### src/rtl/esc_quad_pwm.sv
// Four-channel fixed-period ESC pulse generator with period-synchronous arming.
// Optional build macro ESC_SPD_CLAMP_EN clamps each speed to MAX_SPD before the width computation.
module esc_quad_pwm #(
  parameter int PERIOD    = 1_000_000,
  parameter int MIN_PULSE = 50_000,
  parameter int GAIN      = 24,
  parameter int ARM_PRDS  = 8,
  parameter int MAX_SPD   = 1800
) (
  input  logic        clk,
  input  logic        rst,
  input  logic        arm,
  input  logic [10:0] frnt_spd,
  input  logic [10:0] bck_spd,
  input  logic [10:0] lft_spd,
  input  logic [10:0] rght_spd,
  output logic        frnt_pwm,
  output logic        bck_pwm,
  output logic        lft_pwm,
  output logic        rght_pwm,
  output logic        armed,
  output logic        prd_strt
);

  localparam int N_CH  = 4;
  localparam int CNT_W = $clog2(PERIOD);
  localparam int ARM_W = $clog2(ARM_PRDS + 1);

  localparam logic [CNT_W-1:0] CNT_LAST = CNT_W'(PERIOD - 1);
  localparam logic [CNT_W-1:0] W_IDLE   = CNT_W'(MIN_PULSE);
  localparam logic [ARM_W-1:0] ARM_LAST = ARM_W'(ARM_PRDS);

  // The widest pulse must still end before the next period starts.
  if (MIN_PULSE + 2047 * GAIN > PERIOD - 1 || MIN_PULSE < 0 || GAIN < 0 ||
      ARM_PRDS < 1 || MAX_SPD < 0 || MAX_SPD > 2047) begin : g_bad_cfg
    $error("esc_quad_pwm: illegal parameter set");
  end

  typedef enum logic [1:0] {
    ST_DISARMED,
    ST_ARMING,
    ST_ARMED
  } state_t;

  logic [CNT_W-1:0] cnt;
  logic [CNT_W-1:0] cnt_nxt;
  logic             boundary;
  logic [10:0]      spd        [N_CH];
  logic             all_zero;
  state_t           state;
  logic [ARM_W-1:0] arm_cnt;
  logic [ARM_W-1:0] arm_cnt_inc;
  logic             load_armed;
  logic [CNT_W-1:0] width      [N_CH];
  logic [CNT_W-1:0] width_nxt  [N_CH];
  logic [N_CH-1:0]  pwm_q;

  function automatic logic [CNT_W-1:0] pulse_width(input logic [10:0] s);
    logic [10:0] s_eff;
`ifdef ESC_SPD_CLAMP_EN
    s_eff = (s > 11'(MAX_SPD)) ? 11'(MAX_SPD) : s;
`else
    s_eff = s;
`endif
    return CNT_W'(MIN_PULSE + int'(s_eff) * GAIN);
  endfunction

  assign spd[0] = frnt_spd;
  assign spd[1] = bck_spd;
  assign spd[2] = lft_spd;
  assign spd[3] = rght_spd;

  assign all_zero    = (frnt_spd | bck_spd | lft_spd | rght_spd) == 11'd0;
  assign boundary    = (cnt == CNT_LAST);
  assign cnt_nxt     = boundary ? '0 : cnt + 1'b1;
  assign arm_cnt_inc = arm_cnt + 1'b1;

  // True when the state after this boundary will be ARMED; the widths and the
  // armed flag both follow the post-boundary state.
  always_comb begin
    // NOTE: every combinational output gets a default first so no path can infer a latch.
    load_armed = 1'b0;
    case (state)
      ST_DISARMED: load_armed = arm && all_zero && (ARM_PRDS == 1);
      ST_ARMING:   load_armed = arm && all_zero && (arm_cnt_inc == ARM_LAST);
      ST_ARMED:    load_armed = arm;
      default:     load_armed = 1'b0;
    endcase
  end

  always_comb begin
    for (int i = 0; i < N_CH; i++) begin
      width_nxt[i] = width[i];
      if (boundary) width_nxt[i] = load_armed ? pulse_width(spd[i]) : W_IDLE;
    end
  end

  // Pulse flops look one cycle ahead so each output lines up with cnt.
  always_ff @(posedge clk or posedge rst) begin
    if (rst) begin
      // NOTE: sequential state uses non-blocking assignments; the small width array is reset like any other register.
      cnt      <= CNT_LAST;
      prd_strt <= 1'b0;
      pwm_q    <= '0;
      for (int i = 0; i < N_CH; i++) width[i] <= W_IDLE;
    end else begin
      cnt      <= cnt_nxt;
      prd_strt <= boundary;
      for (int i = 0; i < N_CH; i++) begin
        width[i] <= width_nxt[i];
        pwm_q[i] <= (cnt_nxt < width_nxt[i]);
      end
    end
  end

  always_ff @(posedge clk or posedge rst) begin
    if (rst) begin
      state   <= ST_DISARMED;
      arm_cnt <= '0;
      armed   <= 1'b0;
    end else if (boundary) begin
      armed <= load_armed;
      case (state)
        ST_DISARMED: begin
          if (arm && all_zero) begin
            arm_cnt <= ARM_W'(1);
            state   <= load_armed ? ST_ARMED : ST_ARMING;
          end
        end
        ST_ARMING: begin
          if (!arm || !all_zero) begin
            state   <= ST_DISARMED;
            arm_cnt <= '0;
          end else begin
            arm_cnt <= arm_cnt_inc;
            if (load_armed) state <= ST_ARMED;
          end
        end
        ST_ARMED: begin
          if (!arm) begin
            state   <= ST_DISARMED;
            arm_cnt <= '0;
          end
        end
        default: begin
          state   <= ST_DISARMED;
          arm_cnt <= '0;
        end
      endcase
    end
  end

  assign frnt_pwm = pwm_q[0];
  assign bck_pwm  = pwm_q[1];
  assign lft_pwm  = pwm_q[2];
  assign rght_pwm = pwm_q[3];

endmodule

### config.mk
export PLATFORM = sky130hd
export DESIGN_NAME = esc_quad_pwm
export DESIGN_NICKNAME = d
export VERILOG_FILES = /design/src/rtl/esc_quad_pwm.sv
export SDC_FILE = /design/constraint.sdc
export NUM_CORES = 1
export LEC_CHECK = 0
export ABC_AREA = 1
export ABC_CLOCK_PERIOD_IN_PS = 8900
export BUFFER_PORTS_ARGS = -buffer_cell sky130_fd_sc_hd__buf_2
export CORE_UTILIZATION = 30
export DETAILED_ROUTE_END_ITERATION = 8
export SYNTH_ARGS = -nofsm -noshare
export SYNTH_HDL_FRONTEND = slang
export SYNTH_SLANG_ARGS = --single-unit
### constraint.sdc
create_clock -name clk -period 8.9 [get_ports clk]
set_clock_uncertainty 0.1 [all_clocks]
set_input_delay 1.78 -clock clk [delete_from_list [all_inputs] [get_ports clk]]
set_output_delay 1.78 -clock clk [all_outputs]
set_load 0.005 [all_outputs]
==> results of run 1 <==
cell type report:
class	count	area, sq um	area share, %
sequential	112	2850	25.8
multi-input combinational	1090	6180	56.1
clock inverter	5	41.3	0.375
inverter	232	873	7.93
clock buffer	11	243	2.20
timing repair buffer	54	275	2.50
tap	442	553	5.02
per-stage QoR:
step,utilization (%),std cells,power (mW)
after floorplan,-,1448,0.755
after global placement,32.9,1930,0.839
after detailed placement,32.9,1930,0.841
after CTS,33.8,1946,1.24
after global routing,33.8,1946,1.31
final,33.8,1946,1.23
synth_stat cells:
library cell / number
nand2_1: 484
inv_1: 204
ha_1: 133
nor2_1: 113
nand3_1: 91
dfrtp_1: 76
a21oi_1: 64
dfstp_2: 36
o21ai_2: 29
inv_2: 28
o21ai_0: 25
or2_2: 25
nand4_1: 23
xor2_1: 20
nor3_1: 15
xnor2_1: 7
a21boi_0: 6
o211ai_1: 6
a31oi_1: 5
buf_2: 5
clkbuf_1: 5
nand3b_1: 5
o2111ai_1: 5
o21bai_1: 5
and3_1: 4
fa_1: 4
a211oi_1: 3
a21o_1: 3
buf_6: 3
nor2_2: 3
nor4_1: 2
o21a_1: 2
a21boi_1: 1
buf_4: 1
nand2_4: 1
nor2_4: 1
nor2_8: 1
o21ai_1: 1
o22ai_1: 1
or2_1: 1
or3_1: 1
power by group:
group	total (mW)	internal, mW	leakage [nW]	switching, mW
clock	0.401	0.201	0.133	0.201
sequential	0.509	0.509	1.24	0
combinational	0.321	0.105	5.12	0.216
how the worst max path moves through the flow:
stage / to / cells past startpoint
2_1_floorplan: arm_cnt[0]$_DFFE_PP0P_ / 1
3_3_place_gp: pwm_q[0]$_DFF_PP0_ / 19
3_5_place_dp: pwm_q[0]$_DFF_PP0_ / 21
4_1_cts: pwm_q[0]$_DFF_PP0_ / 21
5_1_grt: pwm_q[0]$_DFF_PP0_ / 21
6_report: pwm_q[0]$_DFF_PP0_ / 19
flip-flops by register name, indices dropped and copies added, names as in the netlist:
signal	count
width	80
pwm_q	4
arm_cnt	4
cnt	20
prd_strt	1
armed	1
state	2
metal layers:
metal	up-vias	part of all wire [%]	track usage (%)
met5	-	0	0
met4	0	1.1	2.70
met3	21	3.9	2.41
met2	148	46	27.6
met1	4137	49	23.0
li1	4718	-	-
worst min-delay path, stage by stage (launching register included):
cell and delay, ns:
dfrtp_1 0.33, nand2_1 0.06, inv_1 0.05
logic make-up after synthesis:
kind of cell | share of synthesized area [%]
AO/OA/AOI/OAI | 9.82
AND/OR/NAND/NOR | 32.3
flip-flops | 28.5
adder cells (fa/ha/maj) | 17.5
buffers and inverters | 9.57
XOR/XNOR | 2.37
==> flow_summary.yaml, run 1 <==
finish:
  mostFrequentLayoutCells: "nand2_1 (483), inv_1 (203), ha_1 (133)"
  fin_nets: 1683
  area_growth_syn_to_layout_pct: 10.3
  drive_above_1_share_pct: 13.0
  fillCellCount: 3530
  antenna_cells: 0
  layout_commonest_cell: "nand2_1"
  fin_area_sq_mm: 0.0110
sta:
  finalSetupTns_ns: 0
  setup_viol: 0
  setup_ws_ns: 4.13
  hold_ws_ns: 0.358
  period_needed_ns: 4.77
  fin_crit_sh_pct: 53.6
  max_freq_mhz: 210
  hold_viol_final: 0
  rsz0062_at_grt: "false"
  slew_headroom_pct: 30.0
  worst_pin_slew_ns: 1.05
  drv_slew: 0
worst_setup_path:
  reg2regPathDepth: 18
  arrival_ns: 4.96
  cpPeakStageDelay_ns: 0.37
  crit_path_end_kind: "flip-flop"
  crit_slowest_cell: "o21ai_0"
  worstSetupPathType: "input port to flip-flop"
  worstPathMaxFanout: 32
  crit_required_ns: 9.09
  crit_start: "frnt_spd[0]"
  worstPathCellList: "buf_2, nor2_1, nand3_1, nor2_1, nand4_1, nor2_2, nor2_2, nor2_8, nand2_4, o21ai_0, inv_1, ha_1, a21oi_1, o21ai_0, nand2_1, o211ai_1, nand2_1, o2111ai_1, a21oi_1"
  r2r_start: "cnt[1]$_DFF_PP1_"
  path_buf_inv: 2
  r2r_slack_ns: 4.91
  crit_family: "simple AND/OR/NAND/NOR gates"
  r2r-end: "pwm_q[0]$_DFF_PP0_"
  worstSetupStartpointType: "input port"
floorplan:
  core_sq_mm: 0.0326
  io_pins: 53
  fp-row-count: 66
  die_area_sq_mm: 0.0340
  initial_core_util_pct: 30.6
  die_w_microns: 184
  dieHeight_microns: 184
clock_network:
  clockBufferDepth: 2
  post-cts-setup-buffers: 0
  cts.clk_slew.worst_paths_ns: 0.08
  clk_latency_ns: 0.36
  postCtsHoldBufs: 0
  h-tree-depth: 3
  cts-resized-gates: 0
  root_buffer: "clkbuf_16"
  cts_tree: "done"
  numClockSinks: 112
  cts_made_buffers: 9
run_status:
  status: "finished, final reports clean"
min_path:
  hold_path_depth: 2
  hold_start: "width[40]$_DFF_PP0_"
  min_to: "width[40]$_DFF_PP0_"
  hold_path_class: "flip-flop to flip-flop"
synth:
  synth_area_leaders: "dfrtp_1 (19%), nand2_1 (18%), ha_1 (17%)"
  yosys.area.top_type: "dfrtp_1"
  yosysSeqAreaShare_pct: 28.5
  netlist-cell-type-count: 41
  yosys_warnings: 0
  syn_avg_cell_area_sq_um: 6.90
  syn_area_sq_mm: 0.00999
  synth_seq_cells: 112
  netlist.area_leader.share_pct: 19.0
  syn_nets: 1632
  syn_inst: 1448
pwr:
  peakVddDrop_mv: 0.0920
  p_per_area_mw_per_mm2: 112
  p_leak_nw: 6.49
routing:
  drtIter0Drc: 515
  num_vias: 9024
  routed_wl_microns: 26800
  via_per_inst: 4.64
  drt_pass1_iterations: 7
  drc: 0
  drtAntennaViolNets: 0
  wl_per_cell_microns: 13.8
global_route:
  grt_max_degree: 77
  grt_pass1_vias: 8576
  antenna_found_initial: 0
  grt_pass1_wl_microns: 43900
  track_usage_pct: 16.6
  grt-ovfl-total: 0
placed_design:
  place_area_sq_mm: 0.0107
  portBuffers: 52
  hpwl_microns: 21300
  place_congestion: 0.869
  place_ws_ns: 3.72
flow_run:
  maxCapViolCount: 0
(Power assumes the default switching activity.)
==> run 2: changes to the inputs <==
- ABC_CLOCK_PERIOD_IN_PS: 8900 -> 4100
- clock period: 8.9 -> 4.1 ns (I/O delays scaled with it)
==> flow_summary.yaml, run 2 (synthesized netlist as in run 1, its figures left out) <==
run_status:
  status: "finished, final reports clean"
global_route:
  grt_pass1_wl_microns: 44500
  grt-ovfl-total: 0
  grt_max_degree: 58
  track_usage_pct: 16.8
  grt_pass1_vias: 8674
  antenna_found_initial: 0
flow_run:
  maxCapViolCount: 0
finish:
  mostFrequentLayoutCells: "nand2_1 (483), inv_1 (203), ha_1 (133)"
  largest_reg_flops: 80
  regMostFlops: "width"
  fin_nets: 1709
  layout_commonest_cell: "nand2_1"
  reg.largest.list: "width: 80 flops, cnt: 20 flops"
  finish.utilization_pct: 34.6
  fillCellCount: 3552
  fin_area_sq_mm: 0.0113
  ff_latch_area_sq_mm: 0.00285
  antenna_cells: 0
  area_growth_syn_to_layout_pct: 12.9
  multi_input_area_sq_mm: 0.00618
  drive_above_1_share_pct: 14.5
sta:
  slew_headroom_pct: 34.9
  rsz0062_at_grt: "false"
  finalSetupTns_ns: 0
  fin_crit_sh_pct: 89.9
  worst_pin_slew_ns: 0.973
  setup_viol: 0
  hold_viol_final: 0
  setup_ws_ns: 0.415
  drv_slew: 0
  max_freq_mhz: 271
  period_needed_ns: 3.69
clock_network:
  cts_tree: "done"
  cts.clk_slew.worst_paths_ns: 0.08
  postCtsHoldBufs: 0
  numClockSinks: 112
  clk_latency_ns: 0.37
  clockBufferDepth: 2
  cts-resized-gates: 0
  cts_made_buffers: 9
  post-cts-setup-buffers: 0
  root_buffer: "clkbuf_16"
  h-tree-depth: 3
floorplan:
  io_pins: 53
  dieHeight_microns: 184
  die_w_microns: 184
  fp-row-count: 66
  die_area_sq_mm: 0.0340
  core_sq_mm: 0.0326
  initial_core_util_pct: 30.6
worst_setup_path:
  crit_start: "lft_spd[1]"
  reg2regPathDepth: 18
  worstPathMaxFanout: 4
  worstSetupStartpointType: "input port"
  r2r_start: "cnt[1]$_DFF_PP1_"
  arrival_ns: 3.87
  r2r-end: "pwm_q[2]$_DFF_PP0_"
  r2r_slack_ns: 0.49
  crit_required_ns: 4.29
  worstSetupPathType: "input port to flip-flop"
  critical_path.endpoint: "pwm_q[2]$_DFF_PP0_"
  crit_path_end_kind: "flip-flop"
placed_design:
  place_congestion: 0.857
  portBuffers: 52
  hpwl_microns: 21700
  place_ws_ns: 0.0534
  place_area_sq_mm: 0.0110
pwr:
  pwr-share-seq_pct: 40.6
  power.clock.fraction_pct: 33.7
  peakVddDrop_mv: 0.208
  power.internal_mw: 1.82
  power.total_mw: 2.72
  p_leak_nw: 6.65
  swShare_pct: 33.0
  power_frac_comb_pct: 25.6
  switching_power_mw: 0.897
  p_per_area_mw_per_mm2: 242
routing:
  num_vias: 9123
  routed_wl_microns: 27000
  drc: 0
  drtAntennaViolNets: 0
  wl_per_cell_microns: 13.7
  via_per_inst: 4.63
  drtIter0Drc: 460
  drt_pass1_iterations: 5
min_path:
  hold_path_class: "flip-flop to flip-flop"
-- run 2: changes by cell type in the layout (fill, tap and decap cells not counted), sizes merged --
cell and change:
bufinv +1, clkinv +3, clkbuf -2, clkinvlp -2, buf +26
-- run 2: final cells by class --
class	count	share of cell area, %
Clock inverter	7	0.699
Timing Repair Buffer	80	4.51
Inverter	232	7.75
Clock buffer	9	2.00
Sequential cell	112	25.3
Multi-Input combinational cell	1090	54.9
Tap cell	442	4.91
-- run 2: worst max-delay path: stages --
cell and delay, ns:
buf_2 0.15, ha_1 0.24, fa_1 0.42, or2_2 0.30
nand2_1 0.10, nand2_1 0.06, nand3_1 0.11, nand4_1 0.17
nand3_1 0.17, nand2_1 0.09, nor2_1 0.10, nand2_1 0.06
nand2_1 0.10, inv_1 0.05, ha_1 0.29, a21oi_1 0.13
nor2_1 0.05, a211oi_1 0.20, o2111ai_1 0.13, a21oi_1 0.13
-- run 2: routing by layer --
layer	wire length, microns	global-route usage, %	up-vias	part of all wire, %
li1	-	-	4771	-
met1	13100	23.0	4172	48
met2	12400	28.1	159	46
met3	1170	2.51	21	4.3
met4	363	3.20	0	1.3
met5	0	0	-	0
-- run 2: how the worst min path moves through the flow --
stage	from	to	slack, ns	depth (start not counted)
final	width[20]$_DFF_PP0_	width[20]$_DFF_PP0_	0.36	2
after global routing	width[74]$_DFF_PP1_	width[74]$_DFF_PP1_	0.39	2
after CTS	width[0]$_DFF_PP0_	width[0]$_DFF_PP0_	0.37	2
after detailed placement	width[0]$_DFF_PP0_	width[0]$_DFF_PP0_	0.35	2
after global placement	width[40]$_DFF_PP0_	width[40]$_DFF_PP0_	0.34	2
after floorplan	width[0]$_DFF_PP0_	width[0]$_DFF_PP0_	0.33	2
-- run 2: metrics by stage --
stage	hold WS [ns]	std cells
after global routing	0.391	1972
after detailed placement	0.346	1956
after global placement	0.339	1956
after floorplan	0.326	1448
final	0.364	1972
after CTS	0.366	1972
-- run 2: power by group through the flow --
stage / clock [mW] / combinational (mW) / sequential [mW]
after floorplan: 0 / 0.512 / 1.13
after global placement: 0 / 0.695 / 1.13
after detailed placement: 0 / 0.702 / 1.13
after CTS: 0.942 / 0.706 / 1.11
after global routing: 0.987 / 0.810 / 1.11
final: 0.919 / 0.698 / 1.11
==> run 3: changes to the inputs <==
- CORE_MARGIN: not set -> 2
- CORE_UTILIZATION: 30 -> 40
==> flow_summary.yaml, run 3 (synthesized netlist as in run 1, its figures left out) <==
pwr:
  peakVddDrop_mv: 0.210
  p_leak_nw: 6.68
  p_per_area_mw_per_mm2: 237
routing:
  drc: 0
  drt_pass1_iterations: 8
  top_layer_used: "met4"
  drtAntennaViolNets: 0
  num_vias: 9069
  drt-met1-wl_microns: 12500
  via_per_inst: 4.86
  routed_wl_microns: 26300
  wl_met2_microns: 12200
  drtIter0Drc: 470
  wl_met3_microns: 1110
  wl_per_cell_microns: 14.1
worst_setup_path:
  crit_path_end_kind: "flip-flop"
  worstSetupStartpointType: "input port"
  critPathMostFrequentCell: "nor2_1"
  crit_required_ns: 4.24
  crit_slowest_cell: "fa_1"
  worstPathMaxFanout: 4
  cpPeakStageDelay_ns: 0.52
  worstSetupPathType: "input port to flip-flop"
  reg2regPathDepth: 18
  arrival_ns: 3.81
  worstPathCellList: "buf_2, ha_1, fa_1, ha_1, inv_1, nand2_1, nand3_1, nand2_1, nor2_1, nor2_1, nand3_1, nand2_1, inv_1, nor2_1, nor2_1, ha_1, nand4_1, nor3_1, and3_1, a21oi_1"
floorplan:
  initial_core_util_pct: 40.9
  core_sq_mm: 0.0244
  fp-row-count: 57
  die_area_sq_mm: 0.0262
  dieHeight_microns: 162
  die_w_microns: 162
  io_pins: 53
finish:
  multi_input_area_sq_mm: 0.00619
  regMostFlops: "width"
  antenna_cells: 0
  fin_nets: 1721
  fin_cells: 1866
  drive_above_1_share_pct: 15.1
  ff_latch_area_sq_mm: 0.00285
  mostFrequentLayoutCells: "nand2_1 (483), inv_1 (203), ha_1 (133)"
  finish.utilization_pct: 45.9
  fillCellCount: 2534
  area_growth_syn_to_layout_pct: 12.0
  reg.largest.list: "width: 80 flops, cnt: 20 flops"
  layout_commonest_cell: "nand2_1"
  largest_reg_flops: 80
  fin_area_sq_mm: 0.0112
clock_network:
  post-cts-setup-buffers: 0
  cts_tree: "done"
  clk_latency_ns: 0.37
  cts.clk_slew.worst_paths_ns: 0.07
  postCtsHoldBufs: 0
  root_buffer: "clkbuf_16"
  h-tree-depth: 3
  clockBufferDepth: 2
  numClockSinks: 112
  cts_made_buffers: 9
flow_run:
  maxCapViolCount: 0
global_route:
  grt_max_degree: 113
  grt_pass1_wl_microns: 43400
  antenna_found_initial: 0
  grt_pass1_vias: 8679
  grt-ovfl-total: 0
  track_usage_pct: 20.9
sta:
  rsz0062_at_grt: "false"
  hold_viol_final: 0
  drv_slew: 0
  fin_crit_sh_pct: 89.5
  setup_viol: 0
  finalSetupTns_ns: 0
  setup_ws_ns: 0.429
  period_needed_ns: 3.67
  worst_pin_slew_ns: 0.617
  max_freq_mhz: 272
  slew_headroom_pct: 58.9
run_status:
  status: "finished, final reports clean"
min_path:
  hold_path_depth: 2
  hold_path_class: "flip-flop to flip-flop"
placed_design:
  place_area_sq_mm: 0.0109
  place_inst: 1850
  hpwl_microns: 20900
  place_ws_ns: 0.0643
  portBuffers: 52
  place_congestion: 0.877
-- run 3: changes by cell type in the layout (fill, tap and decap cells not counted) --
| cell | change |
|---|---|
| inv_6 | -1 |
| bufinv_16 | -1 |
| nor2_2 | +1 |
| clkbuf_1 | +2 |
| clkinv_2 | -1 |
| clkinv_4 | -1 |
| buf_4 | +12 |
| nor2_1 | -1 |
| clkinvlp_4 | +2 |
-- run 3: path summary, 6_finish.rpt --
kind | startpoint | end | slack [ns]
max | lft_spd[0] | pwm_q[2]$_DFF_PP0_ | 0.43
min | width[40]$_DFF_PP0_ | width[40]$_DFF_PP0_ | 0.37
max reg2reg | cnt[0]$_DFF_PP1_ | pwm_q[0]$_DFF_PP0_ | 0.60
min reg2reg | width[40]$_DFF_PP0_ | width[40]$_DFF_PP0_ | 0.37
max in group asynchronous | rst | width[73]$_DFF_PP0_ | 2.93
min in group asynchronous | rst | width[23]$_DFF_PP0_ | 0.50
-- run 3: power breakdown --
group	total, mW	leakage, nW	internal, mW	switching, mW
registers	1.11	1.24	1.11	0
logic	0.693	5.31	0.240	0.453
clock network	0.853	0.126	0.418	0.435
total	2.65	6.68	1.76	0.887
-- run 3: worst max-delay path, delay by kind of cell --
family                   cells  cell delay, ns
AO/OA/AOI/OAI                1            0.07
adder cells (fa/ha/maj)      4            1.23
buffers and inverters        3            0.25
AND/OR/NAND/NOR             12            1.44
-- run 3: what timing repair did --
item	in CTS	in global routing
hold endpoints to repair	0	0
resized for setup	0	1
endpoints found under the setup margin	0	1
-- run 3: final cells by class --
class | count | area share [%]
repair buffers | 92 | 5.35
multi-input cells | 1090 | 55.3
flip-flops and latches | 112 | 25.5
inverters | 232 | 7.81
clock buffers | 11 | 2.08
well taps | 324 | 3.62
clock inverters | 5 | 0.369
-- run 3: per-layer routing --
metal  track usage (%)  vias up
met3              3.58       27
met4              4.79        0
met1              28.0     4106
met2              35.3      139
li1                  -     4797
met5                 0        -
-- run 3: stage by stage --
stage / power (mW) / hold WS (ns)
floorplan: 1.64 / 0.326
global placement: 1.82 / 0.341
detailed placement: 1.82 / 0.349
CTS: 2.67 / 0.369
global route: 2.83 / 0.381
finish: 2.65 / 0.365
